[src/rtl/alu_op_sched.sv]
// alu_op_sched
//   Schedules operations from two requesters onto one shared 4-bit ALU. A
//   round-robin arbiter picks one request, the operands are held steady on the
//   ALU bus for the op's latency, and the formatted result is handed back
//   through a response handshake.
//
// Handshake rule (both request ports and the response port): a transfer
// happens on a rising clock edge where valid and ready are both high. Valid
// may drop before ready without effect. The response fields stay constant
// while rsp_valid is high and rsp_ready is low.
//
// Ports
//   clk, rst_n                    clock, asynchronous active-low reset
//   reqN_valid/ready/op/x/y       request ports, N = 0, 1
//   alu_en/op/x/y/cin             registered command bus to the ALU
//   alu_result, alu_cout          ALU mux outputs
//   rsp_valid/ready/id/result/cout/err   response port
//   dbg_state                     current FSM state (IDLE=0 ISSUE=1 WAIT=2 RESP=3)
module alu_op_sched #(
  parameter int MULT_CYCLES = 2
) (
  input  logic       clk,
  input  logic       rst_n,
  input  logic       req0_valid,
  output logic       req0_ready,
  input  logic [3:0] req0_op,
  input  logic [3:0] req0_x,
  input  logic [3:0] req0_y,
  input  logic       req1_valid,
  output logic       req1_ready,
  input  logic [3:0] req1_op,
  input  logic [3:0] req1_x,
  input  logic [3:0] req1_y,
  output logic       alu_en,
  output logic [3:0] alu_op,
  output logic [3:0] alu_x,
  output logic [3:0] alu_y,
  output logic       alu_cin,
  input  logic [7:0] alu_result,
  input  logic       alu_cout,
  output logic       rsp_valid,
  input  logic       rsp_ready,
  output logic       rsp_id,
  output logic [7:0] rsp_result,
  output logic       rsp_cout,
  output logic       rsp_err,
  output logic [1:0] dbg_state
);

  typedef enum logic [1:0] {
    S_IDLE  = 2'd0,
    S_ISSUE = 2'd1,
    S_WAIT  = 2'd2,
    S_RESP  = 2'd3
  } state_t;

  localparam logic [3:0] OP_ADD  = 4'h8;
  localparam logic [3:0] OP_SUB  = 4'h9;
  localparam logic [3:0] OP_MULT = 4'hA;
  // Counter only needs to hold MULT_CYCLES-2.
  localparam int CNT_W = (MULT_CYCLES > 2) ? $clog2(MULT_CYCLES) : 1;

  state_t             r_state;
  state_t             w_next_state;
  logic               r_last;
  logic [CNT_W-1:0]   r_cnt;
  logic [3:0]         r_alu_op;
  logic [3:0]         r_alu_x;
  logic [3:0]         r_alu_y;
  logic               r_alu_cin;
  logic               r_rsp_id;
  logic [7:0]         r_rsp_result;
  logic               r_rsp_cout;
  logic               r_rsp_err;

  logic               w_any_valid;
  logic               w_gnt_id;
  logic [3:0]         w_sel_op;
  logic [3:0]         w_sel_x;
  logic [3:0]         w_sel_y;
  logic               w_legal;
  logic               w_is_mult;
  logic               w_accept;
  logic               w_capture;

  // Arbitration: on a tie the requester that did not win last time goes
  // next; a lone requester always wins.
  always_comb begin
    w_any_valid = req0_valid | req1_valid;
    w_gnt_id    = (req0_valid & req1_valid) ? ~r_last : req1_valid;
    w_sel_op    = w_gnt_id ? req1_op : req0_op;
    w_sel_x     = w_gnt_id ? req1_x  : req0_x;
    w_sel_y     = w_gnt_id ? req1_y  : req0_y;
    w_legal     = (w_sel_op <= OP_MULT);
    w_is_mult   = (r_alu_op == OP_MULT);
  end

  always_comb begin
    w_next_state = r_state;
    w_accept     = 1'b0;
    w_capture    = 1'b0;
    req0_ready   = 1'b0;
    req1_ready   = 1'b0;
    alu_en       = 1'b0;
    rsp_valid    = 1'b0;
    case (r_state)
      S_IDLE: begin
        // rst_n gating keeps ready low while reset is held with valid high.
        if (w_any_valid && rst_n) begin
          w_accept     = 1'b1;
          req0_ready   = ~w_gnt_id;
          req1_ready   = w_gnt_id;
          w_next_state = w_legal ? S_ISSUE : S_RESP;
        end
      end
      S_ISSUE: begin
        alu_en = 1'b1;
        if (!w_is_mult || (MULT_CYCLES == 1)) begin
          w_capture    = 1'b1;
          w_next_state = S_RESP;
        end else begin
          w_next_state = S_WAIT;
        end
      end
      S_WAIT: begin
        alu_en = 1'b1;
        if (r_cnt == '0) begin
          w_capture    = 1'b1;
          w_next_state = S_RESP;
        end
      end
      S_RESP: begin
        rsp_valid = 1'b1;
        if (rsp_ready) begin
          w_next_state = S_IDLE;
        end
      end
      default: w_next_state = S_IDLE;
    endcase
  end

  always_ff @(posedge clk or negedge rst_n) begin
    if (!rst_n) begin
      r_state      <= S_IDLE;
      r_last       <= 1'b1;
      r_cnt        <= '0;
      r_alu_op     <= 4'h0;
      r_alu_x      <= 4'h0;
      r_alu_y      <= 4'h0;
      r_alu_cin    <= 1'b0;
      r_rsp_id     <= 1'b0;
      r_rsp_result <= 8'h00;
      r_rsp_cout   <= 1'b0;
      r_rsp_err    <= 1'b0;
    end else begin
      r_state <= w_next_state;

      if (w_accept) begin
        r_last    <= w_gnt_id;
        r_rsp_id  <= w_gnt_id;
        r_rsp_err <= ~w_legal;
        if (w_legal) begin
          r_alu_op  <= w_sel_op;
          r_alu_x   <= w_sel_x;
          r_alu_y   <= w_sel_y;
          r_alu_cin <= (w_sel_op == OP_SUB);
        end else begin
          // Illegal op: the ALU bus keeps its previous values and the
          // response is fully formed here.
          r_rsp_result <= 8'h00;
          r_rsp_cout   <= 1'b0;
        end
      end

      // Remaining WAIT cycles after the current one.
      if ((r_state == S_ISSUE) && (w_next_state == S_WAIT)) begin
        r_cnt <= CNT_W'(MULT_CYCLES - 2);
      end else if ((r_state == S_WAIT) && (r_cnt != '0)) begin
        r_cnt <= r_cnt - 1'b1;
      end

      if (w_capture) begin
        r_rsp_result <= w_is_mult ? alu_result : {4'b0000, alu_result[3:0]};
        r_rsp_cout   <= ((r_alu_op == OP_ADD) || (r_alu_op == OP_SUB)) ? alu_cout : 1'b0;
      end
    end
  end

  assign alu_op     = r_alu_op;
  assign alu_x      = r_alu_x;
  assign alu_y      = r_alu_y;
  assign alu_cin    = r_alu_cin;
  assign rsp_id     = r_rsp_id;
  assign rsp_result = r_rsp_result;
  assign rsp_cout   = r_rsp_cout;
  assign rsp_err    = r_rsp_err;
  assign dbg_state  = r_state;

endmodule

[config.mk]
export PLATFORM = sky130hd
export DESIGN_NAME = alu_op_sched
export DESIGN_NICKNAME = d
export VERILOG_FILES = /design/src/rtl/alu_op_sched.sv
export SDC_FILE = /design/constraint.sdc
export NUM_CORES = 1
export LEC_CHECK = 0
export BUFFER_PORTS_ARGS = -buffer_cell sky130_fd_sc_hd__buf_2
export CORE_MARGIN = 2
export CORE_UTILIZATION = 47
export CTS_CLUSTER_DIAMETER = 40
export CTS_CLUSTER_SIZE = 25
export DETAILED_ROUTE_END_ITERATION = 6
export GPL_TIMING_DRIVEN = 0
export PLACE_DENSITY = 0.8
export SLEW_MARGIN = 0
export SYNTH_ARGS = -nofsm -noshare
export SYNTH_HDL_FRONTEND = slang
export SYNTH_SLANG_ARGS = --single-unit
export TNS_END_PERCENT = 1
[constraint.sdc]
create_clock -name clk -period 2.15 [get_ports clk]
set_clock_uncertainty 0.2 [all_clocks]
set_input_delay 0.3225 -clock clk [delete_from_list [all_inputs] [get_ports clk]]
set_output_delay 0.3225 -clock clk [all_outputs]
set_load 0.02 [all_outputs]
==> results.json, run 1 <==
{
  "clkTransAtPathRegs_ns": 0.15,
  "boundaryPins": 68,
  "dp_cells": 233,
  "wl_per_cell_um": 15.0,
  "tritoncts": "done",
  "finalMaxSlewViolations": 0,
  "top_usage_layer": "met2",
  "yosysTopAreaCellShare_pct": 42.9,
  "wirelength_mm": 3.74,
  "antenna_found_initial": 0,
  "grt_use_met1_pct": 27.3,
  "hold_start": "alu_result[3]",
  "numClockSinks": 28,
  "power_density_nw_per_um2": 1330,
  "drc": 0,
  "met3_usage_pct": 2.90,
  "yosys-top-cells-area": "dfrtp_1 43%, mux2_2 8.6%, mux2_4 6.7%, a22o_1 5.0%, ha_1 3.2%",
  "p_int_w": 0.00169,
  "placed_cell_area_um2": 1970,
  "crit_path_max_fanout": 10,
  "vdd_drop_max_mv": 0.656,
  "grt.met2_usage_pct": 36.1,
  "synth_nets": 162,
  "pre_cts_ws_ns": -0.284,
  "worst_pin_slew_ns": 0.405,
  "final_cell_count_no_fill": 249,
  "min_period_ns": 2.06,
  "fillCellCount": 255,
  "grt_max_degree": 29,
  "finalSetupViolCount": 0,
  "synthArstFlopShare_pct": 100,
  "power.leakage_nw": 1.09,
  "areaGrowthSynthToFinish_pct": 38.0,
  "dieHeight_um": 61.9,
  "maxSlewHeadroom_pct": 72.9,
  "synthTopCellsByCount": "27 x dfrtp_1, 12 x mux2_2, 9 x a22o_1",
  "dr_total_vias": 1346,
  "syn_area_um2": 1580,
  "ant_nets": 0,
  "startpoint_type": "flip-flop",
  "cts.path.max_buffers": 2,
  "first_iter_violations": 37,
  "p_switching_w": 0.00120,
  "dr.pass1.iters": 4,
  "fmax_ghz": 0.485,
  "start_util_pct": 48.0,
  "switching_share_pct": 41.6,
  "pwr-share-seq_pct": 31.7,
  "placement.io_buffers": 67,
  "overflow": 0,
  "hold_violations": 0,
  "die_area_um2": 3830,
  "cts_root_buf": "clkbuf_4",
  "gp_congestion": 0.843,
  "worstSetupStartpoint": "r_last",
  "outcome": "completed",
  "synth-seq-cells": 28,
  "path_class": "flip-flop to output port",
  "synth_cells": 120,
  "nNetsFinal": 246,
  "rsz0062_at_grt": "false",
  "cap_violations": 0,
  "yosysMostFrequentCell": "dfrtp_1",
  "numCtsBuffers": 3,
  "cp_data_required_time_ns": 1.63,
  "arrival_ns": 1.54,
  "core_um2": 3280,
  "yosysTopAreaCell": "dfrtp_1",
  "grt_usage_pct": 21.0,
  "synth_area_per_cell_um2": 13.1,
  "reg2reg_from": "dbg_state[0]",
  "tns_ns": 0,
  "drive_above_1_share_pct": 57.1,
  "clkPwrFrac_pct": 11.9,
  "hpwl_mm": 2.67,
  "yosysUniqueCellTypes": 45,
  "vias_per_cell": 5.41,
  "n_antenna_cell": 0,
  "cp-end-kind": "output port",
  "grt_pass1_vias": 1313,
  "rows": 21,
  "yosys_warnings": 0,
  "htreeDepth": 1,
  "ys.flop_type": "dfrtp_1",
  "fin_ws_ns": 0.0900,
  "chipWidth_um": 61.9,
  "stdcell_area_um2": 2180,
  "grt_pass1_wl_mm": 5.88,
  "comb_power_share_pct": 56.4,
  "synth-seq-area-share_pct": 44.5,
  "finalCritPeriodShare_pct": 95.8,
  "synth_edf_count": 0,
  "hold_path_class": "input port to flip-flop",
  "clock_latency_ns": 0.33
}
==> what timing repair did <==
item	4_1_cts	5_1_grt
hold buffers	6	1
resized for setup	6	2
hold endpoints to repair	32	1
buffers inserted	4	1
setup endpoints to repair	18	1
pin swaps	1	0
==> layer usage <==
metal | routed length (um) | part of all wire, %
met4 | 36 | 0.96
met3 | 174 | 4.6
met5 | 0 | 0
met1 | 1610 | 43
met2 | 1920 | 51
==> cells by family (layout without fill, tap and decap cells) <==
kind of cell	Yosys count	after routing	share of synthesized area (%)
multiplexers	23	23	18.0
adder cells (fa/ha/maj)	4	4	3.17
AND/OR/NAND/NOR	24	24	13.8
buffers and inverters	7	90	3.65
flip-flops	28	28	44.5
AO/OA/AOI/OAI	34	34	16.8
==> through the flow <==
stage               util, %  hold WS, ns  power [W]
floorplan                 -       -0.173    0.00197
global placement       60.0        0.182    0.00237
detailed placement     60.0        0.190    0.00242
CTS                    65.6      0.00257    0.00288
global route           66.2      0.00727    0.00307
finish                 66.2       0.0233    0.00289
==> final timing paths <==
check,cells past startpoint,slack [ns],end
worst max-delay path,5,0.09,req1_ready
worst min-delay path,2,0.02,rsp_result[3]
worst max register to register,7,0.15,r_cnt
worst min register to register,1,0.30,rsp_err
max in group asynchronous,3,1.17,r_last
min in group asynchronous,3,0.34,alu_x[2]
==> flip-flops by register name, summed over array words and instances, names as in the netlist, 2 cells and up <==
name	cells
alu_op	4
alu_x	4
alu_y	4
dbg_state	2
rsp_result	8
==> critical path, stage by stage, from the launching register on <==
cell      delay (ns)
dfstp_2         0.59
a21boi_4        0.08
buf_6           0.12
buf_6           0.13
and2_4          0.14
buf_4           0.15
==> cell usage in the layout, fill, tap and decap left out, types with 3 or more instances in the layout <==
cell,count
a21oi_1,3
nor2b_1,3
clkbuf_4,3
inv_1,3
ha_1,3
mux2_1,3
o211ai_1,3
o21ai_0,4
dfrtp_1,27
nor2_1,3
buf_2,65
mux2_4,7
a22o_1,9
nand2_1,3
buf_4,7
mux2_2,12
dlygate4sd3_1,6
==> power groups by stage <==
stage | Combinational, W | Sequential, W | Clock (W)
finish | 0.00163 | 0.000915 | 0.000345
global route | 0.00175 | 0.000944 | 0.000376
CTS | 0.00161 | 0.000912 | 0.000355
detailed placement | 0.00149 | 0.000930 | 0
global placement | 0.00146 | 0.000912 | 0
floorplan | 0.000781 | 0.00119 | 0
==> area by class of cell <==
class                   count  area [um2]  share of cell area [%]
clock inverters             1        30.0                    1.38
plain buffers               3        42.5                    1.96
flip-flops and latches     28         702                    32.3
clock buffers               3        22.5                    1.04
inverters                   4        15.0                   0.690
well taps                  46        57.6                    2.65
multi-input cells          85         848                    39.0
repair buffers             79         458                    21.0
No activity file was read; power rests on OpenSTA's default activity.
==> inputs of run 2 (changes only) <==
Settings changed: CORE_ASPECT_RATIO set to 1.5, CORE_MARGIN 2 to 4.
==> results.json, run 2 (synthesis results as in run 1) <==
{
  "fmax_ghz": 0.478,
  "power_density_nw_per_um2": 1390,
  "areaGrowthSynthToFinish_pct": 33.1,
  "maxSlewHeadroom_pct": 68.7,
  "cp-end-kind": "output port",
  "cp_data_required_time_ns": 1.63,
  "cts_root_buf": "clkbuf_8",
  "overflow": 0,
  "n_antenna_cell": 0,
  "hpwl_mm": 2.88,
  "boundaryPins": 68,
  "dieHeight_um": 78.9,
  "die_area_um2": 4360,
  "rows": 25,
  "drive_above_1_share_pct": 57.7,
  "finalMaxSlewViolations": 0,
  "arrival_ns": 1.57,
  "cap_violations": 0,
  "outcome": "completed",
  "drc": 0,
  "numClockSinks": 28,
  "first_iter_violations": 37,
  "fillCellCount": 256,
  "rsz0062_at_grt": "true",
  "placement.io_buffers": 67,
  "startpoint_type": "flip-flop",
  "chipWidth_um": 55.3,
  "layout_commonest_cell": "buf_2",
  "finalCritPeriodShare_pct": 97.3,
  "clkTransAtPathRegs_ns": 0.10,
  "dr_total_vias": 1292,
  "final_util_pct": 65.8,
  "grt_pass1_vias": 1395,
  "min_period_ns": 2.09,
  "antenna_found_initial": 0,
  "wirelength_mm": 3.97,
  "vias_per_cell": 5.52,
  "reg2reg_from": "dbg_state[0]",
  "crit_path_max_fanout": 8,
  "hold_ws_ns": 0.0591,
  "gp_congestion": 0.783,
  "cts.path.max_buffers": 2,
  "worstSetupStartpoint": "dbg_state[0]",
  "vdd_drop_max_mv": 0.893,
  "ant_nets": 0,
  "finalSetupViolCount": 0,
  "rr_worst_depth": 6,
  "path_class": "flip-flop to output port",
  "largest_register_ff_count": 8,
  "hold_start": "alu_result[4]",
  "tritoncts": "done",
  "grt_usage_pct": 19.4,
  "grt_pass1_wl_mm": 6.78,
  "clock_latency_ns": 0.28,
  "hold_violations": 0,
  "grt_max_degree": 28,
  "finalPower_w": 0.00291,
  "holdPathStages": 2,
  "worst_pin_slew_ns": 0.469,
  "htreeDepth": 1,
  "hold_path_class": "input port to flip-flop",
  "numCtsBuffers": 3,
  "wl_per_cell_um": 17.0,
  "dr.pass1.iters": 4,
  "start_util_pct": 49.4,
  "power.leakage_nw": 1.06,
  "core_um2": 3190,
  "nNetsFinal": 237,
  "final_cell_mix": "65 x buf_2, 27 x dfrtp_1, 12 x mux2_2, 9 x a22o_1, 7 x mux2_4"
}
==> run 2: changes by cell type in the layout (fill, tap and decap cells not counted) <==
cell / change
clkbuf_4: -3
buf_4: -4
dlygate4sd3_1: -5
o211ai_2: +1
clkbuf_8: +3
o211ai_4: -1
==> run 2: repair_timing <==
item | in CTS | in global routing
endpoints found under the setup margin | 11 | 3
hold endpoints to repair | 27 | 0
hold buffers | 2 | 0
gates cloned | 0 | 0
gates resized for setup | 4 | 3
setup buffers | 1 | 0
pin swaps | 1 | 0
==> run 2: metal layers <==
metal	up-vias	track usage, %	wire, um
met5	-	0	0
met4	0	6.33	42
met3	4	3.74	224
met2	49	35.7	2200
met1	632	22.3	1500
li1	607	-	-
==> run 2: cell type report <==
| cell class | count | area, um2 | area share (%) |
|---|---|---|---|
| clock buffers | 3 | 41.3 | 1.97 |
| plain buffers | 3 | 42.5 | 2.03 |
| multi-input cells | 85 | 840 | 40.0 |
| well taps | 40 | 50.0 | 2.39 |
| flip-flops and latches | 28 | 702 | 33.5 |
| repair buffers | 70 | 378 | 18.0 |
| inverters | 4 | 15.0 | 0.716 |
| clock inverters | 1 | 30.0 | 1.43 |
==> run 2: final timing paths <==
| path | slack [ns] | to |
|---|---|---|
| max | 0.06 | req0_ready |
| min | 0.06 | rsp_result[4] |
| max reg2reg | 0.11 | rsp_cout |
| min reg2reg | 0.29 | rsp_id |
| max in group asynchronous | 1.09 | rsp_id |
| min in group asynchronous | 0.48 | r_last |
==> run 2: report_power, final <==
group	total, W	switching [W]	internal (W)	leakage, nW
Clock	0.000426	0.000176	0.000250	0.0357
Sequential	0.000924	0.000157	0.000767	0.347
Combinational	0.00156	0.000875	0.000688	0.677
Total	0.00291	0.00121	0.00170	1.06
==> run 2: per-stage QoR <==
step | cells | TNS (ns) | worst slack [ns] | cell area (um2)
3_5_place_dp | 227 | -4.76 | -0.292 | 1960
3_3_place_gp | 227 | -3.43 | -0.213 | 1960
4_1_cts | 234 | 0 | 0.00899 | 2090
2_1_floorplan | 120 | 0 | 0.0743 | 1580
5_1_grt | 234 | -0.0859 | -0.0452 | 2100
6_report | 234 | 0 | 0.0570 | 2100
==> run 2: critical path, stage by stage, from the launching register on <==
cell,delay [ns]
dfrtp_1,0.44
inv_2,0.13
ha_4,0.19
o211ai_2,0.21
nor2_1,0.13
buf_2,0.17
